<file path="src/rtl/oai_sweep_if.sv">
// ---------------------------------------------------------------------------
// oai_sweep_if : handshake, stimulus and result bundle for oai_sweep_ctrl
// Rev 1.0
// ---------------------------------------------------------------------------
`default_nettype none

interface oai_sweep_if #(
  parameter int NUM_DUT = 3
);
  logic                start;
  logic                abort;
  logic [NUM_DUT-1:0]  dut_y;
  logic                a;
  logic                b;
  logic                c;
  logic                busy;
  logic                done;
  logic                pass;
  logic [NUM_DUT-1:0]  fail_mask;
  logic [7:0]          err_count;

  // Harness side: requests sweeps and returns the gate outputs
  modport master (
    output start, abort, dut_y,
    input  a, b, c, busy, done, pass, fail_mask, err_count
  );

  // Controller side
  modport slave (
    input  start, abort, dut_y,
    output a, b, c, busy, done, pass, fail_mask, err_count
  );
endinterface

`default_nettype wire

</file>
<file path="src/rtl/oai_sweep_ctrl.sv">
// ---------------------------------------------------------------------------
// oai_sweep_ctrl : sweeps all 8 (a,b,c) vectors into NUM_DUT OAI gates and
// checks each against ~((a|b)&c). Optional macro OAI_SWEEP_GRAY_EN: Gray order.
// Rev 1.0
// ---------------------------------------------------------------------------
`default_nettype none

module oai_sweep_ctrl #(
  parameter int NUM_DUT       = 3,
  parameter int SETTLE_CYCLES = 4
) (
  input  logic       clk,
  input  logic       rst_n,
  oai_sweep_if.slave bus
);

  typedef enum logic [1:0] {
    S_IDLE   = 2'd0,
    S_SETTLE = 2'd1,
    S_SAMPLE = 2'd2,
    S_DONE   = 2'd3
  } state_e;

  localparam logic [7:0] SETTLE_LAST = 8'(SETTLE_CYCLES - 1);

  function automatic logic [2:0] pattern(input logic [2:0] n);
`ifdef OAI_SWEEP_GRAY_EN
    return n ^ {1'b0, n[2:1]};
`else
    return n;
`endif
  endfunction

  state_e              state_q, state_d;
  logic [2:0]          idx_q, idx_d;
  logic [7:0]          cnt_q, cnt_d;
  logic [2:0]          abc_q, abc_d;
  logic [NUM_DUT-1:0]  fail_q, fail_d;
  logic [7:0]          err_q, err_d;

  logic                golden;
  logic [NUM_DUT-1:0]  mism;
  logic [4:0]          n_fail;
  logic [8:0]          err_sum;
  logic [7:0]          err_sat;

  // Golden compare only sees the registered stimulus
  always_comb begin
    golden = ~((abc_q[2] | abc_q[1]) & abc_q[0]);
    mism   = bus.dut_y ^ {NUM_DUT{golden}};
    n_fail = 5'd0;
    for (int i = 0; i < NUM_DUT; i++) begin
      n_fail = n_fail + {4'd0, mism[i]};
    end
    err_sum = {1'b0, err_q} + {4'd0, n_fail};
    err_sat = err_sum[8] ? 8'hFF : err_sum[7:0];
  end

  always_comb begin
    state_d = state_q;
    idx_d   = idx_q;
    cnt_d   = cnt_q;
    abc_d   = abc_q;
    fail_d  = fail_q;
    err_d   = err_q;

    unique case (state_q)
      S_IDLE, S_DONE: begin
        if (bus.start) begin
          state_d = S_SETTLE;
          idx_d   = 3'd0;
          cnt_d   = 8'd0;
          abc_d   = pattern(3'd0);
          fail_d  = '0;
          err_d   = 8'd0;
        end
      end

      S_SETTLE: begin
        cnt_d = cnt_q + 8'd1;
        if (cnt_q == SETTLE_LAST) begin
          state_d = S_SAMPLE;
        end
      end

      S_SAMPLE: begin
        fail_d = fail_q | mism;
        err_d  = err_sat;
        if (idx_q == 3'd7) begin
          state_d = S_DONE;
        end else begin
          state_d = S_SETTLE;
          idx_d   = idx_q + 3'd1;
          cnt_d   = 8'd0;
          abc_d   = pattern(idx_q + 3'd1);
        end
      end

      default: state_d = S_IDLE;
    endcase

    // Abort overrides any sweep progress but keeps partial results
    if (bus.abort && (state_q == S_SETTLE || state_q == S_SAMPLE)) begin
      state_d = S_IDLE;
      idx_d   = 3'd0;
      cnt_d   = 8'd0;
      abc_d   = 3'd0;
      fail_d  = fail_q;
      err_d   = err_q;
    end
  end

  always_ff @(posedge clk) begin
    if (!rst_n) begin
      state_q <= S_IDLE;
      idx_q   <= 3'd0;
      cnt_q   <= 8'd0;
      abc_q   <= 3'd0;
      fail_q  <= '0;
      err_q   <= 8'd0;
    end else begin
      state_q <= state_d;
      idx_q   <= idx_d;
      cnt_q   <= cnt_d;
      abc_q   <= abc_d;
      fail_q  <= fail_d;
      err_q   <= err_d;
    end
  end

  assign bus.a         = abc_q[2];
  assign bus.b         = abc_q[1];
  assign bus.c         = abc_q[0];
  assign bus.busy      = (state_q == S_SETTLE) || (state_q == S_SAMPLE);
  assign bus.done      = (state_q == S_DONE);
  assign bus.pass      = (state_q == S_DONE) && (fail_q == '0);
  assign bus.fail_mask = fail_q;
  assign bus.err_count = err_q;

endmodule

`default_nettype wire
</file>
<file path="src/flat_wrapper.sv">
// flat-port wrapper written by rule: the top's interface ports become plain ports
module oai_sweep_ctrl_flat 
#(
  parameter int NUM_DUT       = 3,
  parameter int SETTLE_CYCLES = 4
)
  (clk, rst_n, bus_start, bus_abort, bus_dut_y, bus_a, bus_b, bus_c, bus_busy, bus_done, bus_pass, bus_fail_mask, bus_err_count);
  oai_sweep_if #(.NUM_DUT(NUM_DUT)) bus_i ();
  input  logic clk;
  input  logic rst_n;
  input wire logic [$bits(bus_i.start)-1:0] bus_start;
  input wire logic [$bits(bus_i.abort)-1:0] bus_abort;
  input wire logic [$bits(bus_i.dut_y)-1:0] bus_dut_y;
  output wire logic [$bits(bus_i.a)-1:0] bus_a;
  output wire logic [$bits(bus_i.b)-1:0] bus_b;
  output wire logic [$bits(bus_i.c)-1:0] bus_c;
  output wire logic [$bits(bus_i.busy)-1:0] bus_busy;
  output wire logic [$bits(bus_i.done)-1:0] bus_done;
  output wire logic [$bits(bus_i.pass)-1:0] bus_pass;
  output wire logic [$bits(bus_i.fail_mask)-1:0] bus_fail_mask;
  output wire logic [$bits(bus_i.err_count)-1:0] bus_err_count;
  assign bus_i.start = bus_start;
  assign bus_i.abort = bus_abort;
  assign bus_i.dut_y = bus_dut_y;
  assign bus_a = bus_i.a;
  assign bus_b = bus_i.b;
  assign bus_c = bus_i.c;
  assign bus_busy = bus_i.busy;
  assign bus_done = bus_i.done;
  assign bus_pass = bus_i.pass;
  assign bus_fail_mask = bus_i.fail_mask;
  assign bus_err_count = bus_i.err_count;
  oai_sweep_ctrl #(.NUM_DUT(NUM_DUT), .SETTLE_CYCLES(SETTLE_CYCLES)) u_core (.clk(clk), .rst_n(rst_n), .bus(bus_i));
endmodule
</file>
<file path="config.mk">
export PLATFORM = sky130hd
export DESIGN_NAME = oai_sweep_ctrl_flat
export DESIGN_NICKNAME = d
export VERILOG_FILES = /design/src/rtl/oai_sweep_if.sv /design/src/rtl/oai_sweep_ctrl.sv /design/src/flat_wrapper.sv
export SDC_FILE = /design/constraint.sdc
export NUM_CORES = 1
export LEC_CHECK = 0
export CORE_UTILIZATION = 41
export DETAILED_ROUTE_END_ITERATION = 12
export PLACE_DENSITY = 0.64
export REMOVE_ABC_BUFFERS = 1
export SLEW_MARGIN = 20
export SYNTH_ARGS = -nofsm -noshare
export SYNTH_HDL_FRONTEND = slang
export SYNTH_SLANG_ARGS = --single-unit
</file>
<file path="constraint.sdc">
create_clock -name clk -period 3.86 [get_ports clk]
set_input_delay 0.579 -clock clk [delete_from_list [all_inputs] [get_ports clk]]
set_output_delay 0.579 -clock clk [all_outputs]
set_load 0.03 [all_outputs]
</file>
==> results of run 1 <==
per-layer routing:
| metal | wire (um) | share of wire | vias up |
|---|---|---|---|
| met5 | 0 | 0 | - |
| met4 | 59 | 0.019 | 0 |
| met3 | 120 | 0.039 | 6 |
| met2 | 1330 | 0.43 | 28 |
| met1 | 1570 | 0.51 | 584 |
| li1 | - | - | 628 |
per-stage QoR:
step	cell area, um2	util
finish	1690	0.535
global route	1690	0.535
CTS	1690	0.535
detailed placement	1650	0.523
global placement	1640	0.521
floorplan	1360	-
cell type report:
type | instances | area share
Sequential cell | 24 | 0.285
Inverter | 6 | 0.0134
Multi-Input combinational cell | 126 | 0.511
Clock buffer | 4 | 0.0215
Timing Repair Buffer | 23 | 0.137
Tap cell | 44 | 0.0327
cell usage after synthesis, types with 2 or more instances:
master     n  share of area
xor2_1     6          0.038
xnor2_1    6          0.038
buf_2      3          0.011
or3_1      4          0.018
a31oi_1    2         0.0090
o21ai_0    8          0.029
nor3_1     7          0.025
a21oi_1    9          0.032
dfxtp_1   24           0.34
nand4_1    2         0.0090
nor2_1    17          0.046
buf_4      2          0.011
a211oi_1   3          0.016
ha_1      12           0.11
o21ai_1    2         0.0072
nand2_1   12          0.032
nor4_1     3          0.013
nor4b_2    2          0.022
nor4b_1    2          0.013
clkbuf_1   2         0.0054
nand3_1   10          0.036
inv_1      6          0.016
state kept, by name, indices dropped and copies added (netlist names):
signal,flops
u_core.cnt_q,8
u_core.bus.fail_mask,3
u_core.state_q,2
u_core.idx_q,3
u_core.bus.err_count,8
power by group through the flow:
stage | Sequential [W] | Combinational (W) | Clock (W)
global placement | 0.000285 | 0.000233 | 0
global route | 0.000283 | 0.000270 | 0.000153
floorplan | 0.000297 | 0.000149 | 0
finish | 0.000280 | 0.000242 | 0.000143
CTS | 0.000281 | 0.000242 | 0.000147
detailed placement | 0.000286 | 0.000241 | 0
cells by family (layout without fill, tap and decap cells):
group           Yosys count  in the layout  share of synthesized area
simple gates             68             68                      0.264
fa+ha+maj                13             13                      0.122
xor+xnor                 12             12                     0.0753
buf+inv                  13             33                     0.0430
flops                    24             24                      0.344
compound gates           33             33                      0.151
path summary, 6_finish.rpt:
kind | end | slack, ns
max | u_core.bus.err_count[3]$_SDFFE_PN0P_ | 0.89
min | u_core.idx_q[2]$_SDFFE_PP0P_ | 0.50
max reg2reg | u_core.bus.err_count[3]$_SDFFE_PN0P_ | 0.89
min reg2reg | u_core.idx_q[2]$_SDFFE_PP0P_ | 0.50
cell usage in the layout (no fill, tap or decap), drive strengths merged:
master	synthesis	layout
nor2b	2	2
nand3	10	10
nand4	2	2
a21boi	1	1
a31oi	2	2
nand2b	1	1
xor2	6	6
o31ai	1	1
xnor2	6	6
a21o	1	1
o21ai	11	11
nor4	3	3
inv	6	6
a211oi	3	3
and4	1	1
or3b	1	1
nor3	7	7
and2	2	2
nand2	12	12
fa	1	1
a21oi	10	10
nor4b	4	4
a32oi	1	1
nor2	17	17
a41oi	1	1
ha	12	12
clkbuf	2	4
dfxtp	24	24
or3	5	5
a221oi	2	2
clkdlybuf4s50	0	23
and3	1	1
critical path, stage by stage, from the launching register on:
cell	delay (ns)
dfxtp_1	0.37
o21ai_1	0.39
xor2_1	0.16
ha_1	0.23
ha_1	0.31
fa_1	0.45
a21o_1	0.26
and4_1	0.28
o31ai_1	0.30
a221oi_2	0.08
==> flow_summary.ini, run 1 <==
[status]
status = complete, no violations

[detailed_routing]
via_count = 1246
drc = 0
postRouteWirelength_um = 3080
drt-vias-per-instance = 5.49
ant_nets = 0
first_pass_iters = 6
drtIter0Drc = 68
wl_per_cell_um = 13.6

[clock_tree]
clkLatencyLatePin_ns = 0.34
clock-sinks = 24
cts_resized = 0
numCtsBuffers = 3
htree_levels = 1
cts-root-buf = clkbuf_4
cts_tree = yes
clk_pin_slew_ns = 0.14
cts_setup_buffers = 0
ctsHoldBuffers = 0
clockBufferDepth = 2

[setup_path]
r2r-start = u_core.idx_q[1]$_SDFFE_PP0P_
required_ns = 4.07
cp-end-kind = register
critical_path.startpoint_type = register
reg2reg_depth = 9
arrival_ns = 3.18
critPathKind = register to register
critPathMaxFanout = 7
critical_path.startpoint = u_core.idx_q[1]$_SDFFE_PP0P_

[finish]
drive_above_1_share = 0.0710
num-fill-cells = 309
regArea_um2 = 480
area_delta_synth_final_pct = 20.7
n_antenna_cell = 0
multi_input_area_um2 = 861
final_cell_count_no_fill = 227
fin_nets = 204

[placed_design]
dpl.hpwl_um = 2210
portBuffers = 23
dpl.cell_count = 223
place_ws_ns = 0.580
gp_congestion = 0.853

[logic_synthesis]
syn_area_um2 = 1400
synth_ff_type = dfxtp_1
synth_warnings = 0
async_flop_share = 0
synth_edf_count = 0
synth_cells = 163
synth_seq_cells = 24
avgSynthCellArea_um2 = 8.57
synth.distinct_cells = 41
yosysSeqAreaShare = 0.344

[global_routing]
antenna_found_initial = 0
grt_pass1_wl_um = 4930
grt_use_met1 = 0.260
busiest_layer = met2
grt_overflow_total = 0
grt_use_total = 0.183
met2_usage = 0.267
grt_pass1_vias = 1079
met3_usage = 0.0277
grt_max_degree = 17

[floorplanning]
start_util = 0.443
io_pins = 24
coreArea_um2 = 3150
die_width_um = 60.4
rows = 20
die_h_um = 60.4
die-area_um2 = 3640

[timing]
fmax_mhz = 337
slew_viol_final = 0
grt_setup_unrepaired = false
worst_pin_slew_ns = 0.783
whs_ns = 0.504
fin_tns_setup_ns = 0
finClkSkew_ns = 0.00724
finalSetupViolCount = 0
fin_ws_ns = 0.892
relSlewSlack = 0.475
period_needed_ns = 2.97
finalHoldViolCount = 0
timing.final.crit_share = 0.769

[pwr]
powerDensity_nw_per_um2 = 394
vdd.ir_drop.worst_mv = 0.116
p_leak_nw = 0.601
power_frac_comb = 0.363
p_clk_frac = 0.215
p_sw_frac = 0.385
p_switching_w = 0.000256
seqPwrFrac = 0.422
power_w = 0.000665
internal-power_w = 0.000409

[min_path]
min_from = u_core.idx_q[2]$_SDFFE_PP0P_
whs_path_depth = 2
holdCritPathClass = register to register

[run]
cap_violations = 0
(Power assumes the default switching activity.)
==> run 2: changes to the inputs <==
PLACE_DENSITY = 0.67   (was 0.64)
clock period = 2.6 ns   (was 3.86 ns; I/O delays follow)
==> flow_summary.ini, run 2 (same netlist as run 1, synthesis figures left out) <==
[status]
status = complete, no violations

[finish]
fin_nets = 215
final_cell_mix = dfxtp_1 (24), clkdlybuf4s50_1 (21), nor2_1 (17)
n_antenna_cell = 0
final_common_cell = dfxtp_1
area_delta_synth_final_pct = 29.3
final_cell_count_no_fill = 238
drive_above_1_share = 0.155

[clock_tree]
cts-root-buf = clkbuf_4
clockBufferDepth = 2
numCtsBuffers = 3
cts_setup_buffers = 0
cts_tree = yes
htree_levels = 1
clock-sinks = 24
clk_pin_slew_ns = 0.14
clkLatencyLatePin_ns = 0.32

[placed_design]
gp_congestion = 0.783
portBuffers = 23
dpl.hpwl_um = 2320
place_ws_ns = -0.338
dpl.cell_count = 234

[pwr]
seqPwrFrac = 0.419
p_sw_frac = 0.378
p_clk_frac = 0.206
powerDensity_nw_per_um2 = 550
power_frac_comb = 0.375
internal-power_w = 0.000617
p_switching_w = 0.000375
vdd.ir_drop.worst_mv = 0.264
p_leak_nw = 0.675

[floorplanning]
io_pins = 24
coreArea_um2 = 3150
start_util = 0.443
rows = 20
die-area_um2 = 3640
die_h_um = 60.4
die_width_um = 60.4

[global_routing]
grt_pass1_wl_um = 5130
antenna_found_initial = 0
grt_max_degree = 16
grt_pass1_vias = 1197
grt_overflow_total = 0
grt_use_total = 0.185

[detailed_routing]
postRouteWirelength_um = 3080
ant_nets = 0
first_pass_iters = 4
drc = 0
via_count = 1256
drtIter0Drc = 40
wl_per_cell_um = 12.9
drt-vias-per-instance = 5.28

[setup_path]
critPathKind = input pin to register
arrival_ns = 2.70
critical_path.startpoint_type = input pin
critPathSlowestCell = clkdlybuf4s50_1
critPathMaxFanout = 5
required_ns = 2.79
worstPathCellList = clkdlybuf4s50_1 -> xor2_2 -> ha_1 -> ha_1 -> fa_2 -> a21o_1 -> and4_2 -> o31ai_2 -> a221oi_2
cpPeakStageDelay_ns = 0.45
cp-end-kind = register
cpMostUsedCell = ha_1

[timing]
period_needed_ns = 2.51
slew_viol_final = 0
fin_tns_setup_ns = 0
grt_setup_unrepaired = false
relSlewSlack = 0.517
finClkSkew_ns = 0.00389
fmax_mhz = 398
finalSetupViolCount = 0
finalHoldViolCount = 0
timing.final.crit_share = 0.966
worst_pin_slew_ns = 0.720
fin_ws_ns = 0.0885

[run]
cap_violations = 0

[min_path]
holdCritPathClass = register to register
-- run 2: changes by cell type in the layout (fill, tap and decap cells not counted), sizes merged --
cell / before / now
buf: 0 / 11
dlymetal6s2s: 0 / 2
clkdlybuf4s50: 23 / 21
-- run 2: final cells by class --
| type | instances | area [um2] |
|---|---|---|
| Tap cell | 44 | 55.1 |
| Timing Repair Buffer | 34 | 318 |
| Inverter | 6 | 22.5 |
| Sequential cell | 24 | 480 |
| Clock buffer | 4 | 36.3 |
| Multi-Input combinational cell | 126 | 893 |
| Fill cell | 285 | 1350 |
-- run 2: worst paths after layout --
kind,start,endpoint,slack [ns],depth (start not counted)
setup / recovery,bus_dut_y[2],u_core.bus.err_count[3]$_SDFFE_PN0P_,0.09,9
setup reg to reg,u_core.idx_q[1]$_SDFFE_PP0P_,u_core.bus.err_count[3]$_SDFFE_PN0P_,0.12,9
hold reg to reg,u_core.bus.err_count[2]$_SDFFE_PN0P_,u_core.bus.err_count[2]$_SDFFE_PN0P_,0.52,2
hold / removal,u_core.bus.err_count[2]$_SDFFE_PN0P_,u_core.bus.err_count[2]$_SDFFE_PN0P_,0.52,2
-- run 2: critical path, delay by kind of cell --
kind,cells,cell delay (ns)
AOI/OAI and AO/OA,3,0.54
xor gates and xnor gates,1,0.20
adders and majority gates,3,0.86
buffers and inverters,1,0.45
and+or+nand+nor,1,0.26
-- run 2: power groups by stage --
| stage | logic, W | clock network [W] | registers, W |
|---|---|---|---|
| 2_1_floorplan | 0.000221 | 0 | 0.000441 |
| 6_report | 0.000372 | 0.000204 | 0.000416 |
| 5_1_grt | 0.000409 | 0.000217 | 0.000420 |
| 3_3_place_gp | 0.000354 | 0 | 0.000422 |
| 3_5_place_dp | 0.000368 | 0 | 0.000424 |
| 4_1_cts | 0.000370 | 0.000207 | 0.000416 |
-- run 2: timing repair --
item                       4_1_cts  5_1_grt
pin swaps                        0        1
gates resized for setup          1        7
setup endpoints to repair        1        8
hold buffers                     0        0
-- run 2: metrics by stage --
stage / instance area, um2 / utilization / hold WS, ns / power, W
4_1_cts: 1770 / 0.562 / 0.520 / 0.000993
3_5_place_dp: 1730 / 0.549 / 0.497 / 0.000791
3_3_place_gp: 1730 / 0.548 / 0.479 / 0.000776
6_report: 1810 / 0.573 / 0.518 / 0.000992
2_1_floorplan: 1360 / - / 0.466 / 0.000663
5_1_grt: 1810 / 0.573 / 0.544 / 0.00105
-- run 2: layer usage --
metal / up-vias / global-route usage / part of all wire
li1: 650 / - / -
met1: 571 / 0.240 / 0.49
met2: 28 / 0.308 / 0.46
met3: 7 / 0.0341 / 0.034
met4: 0 / 0.0664 / 0.016
met5: - / 0 / 0
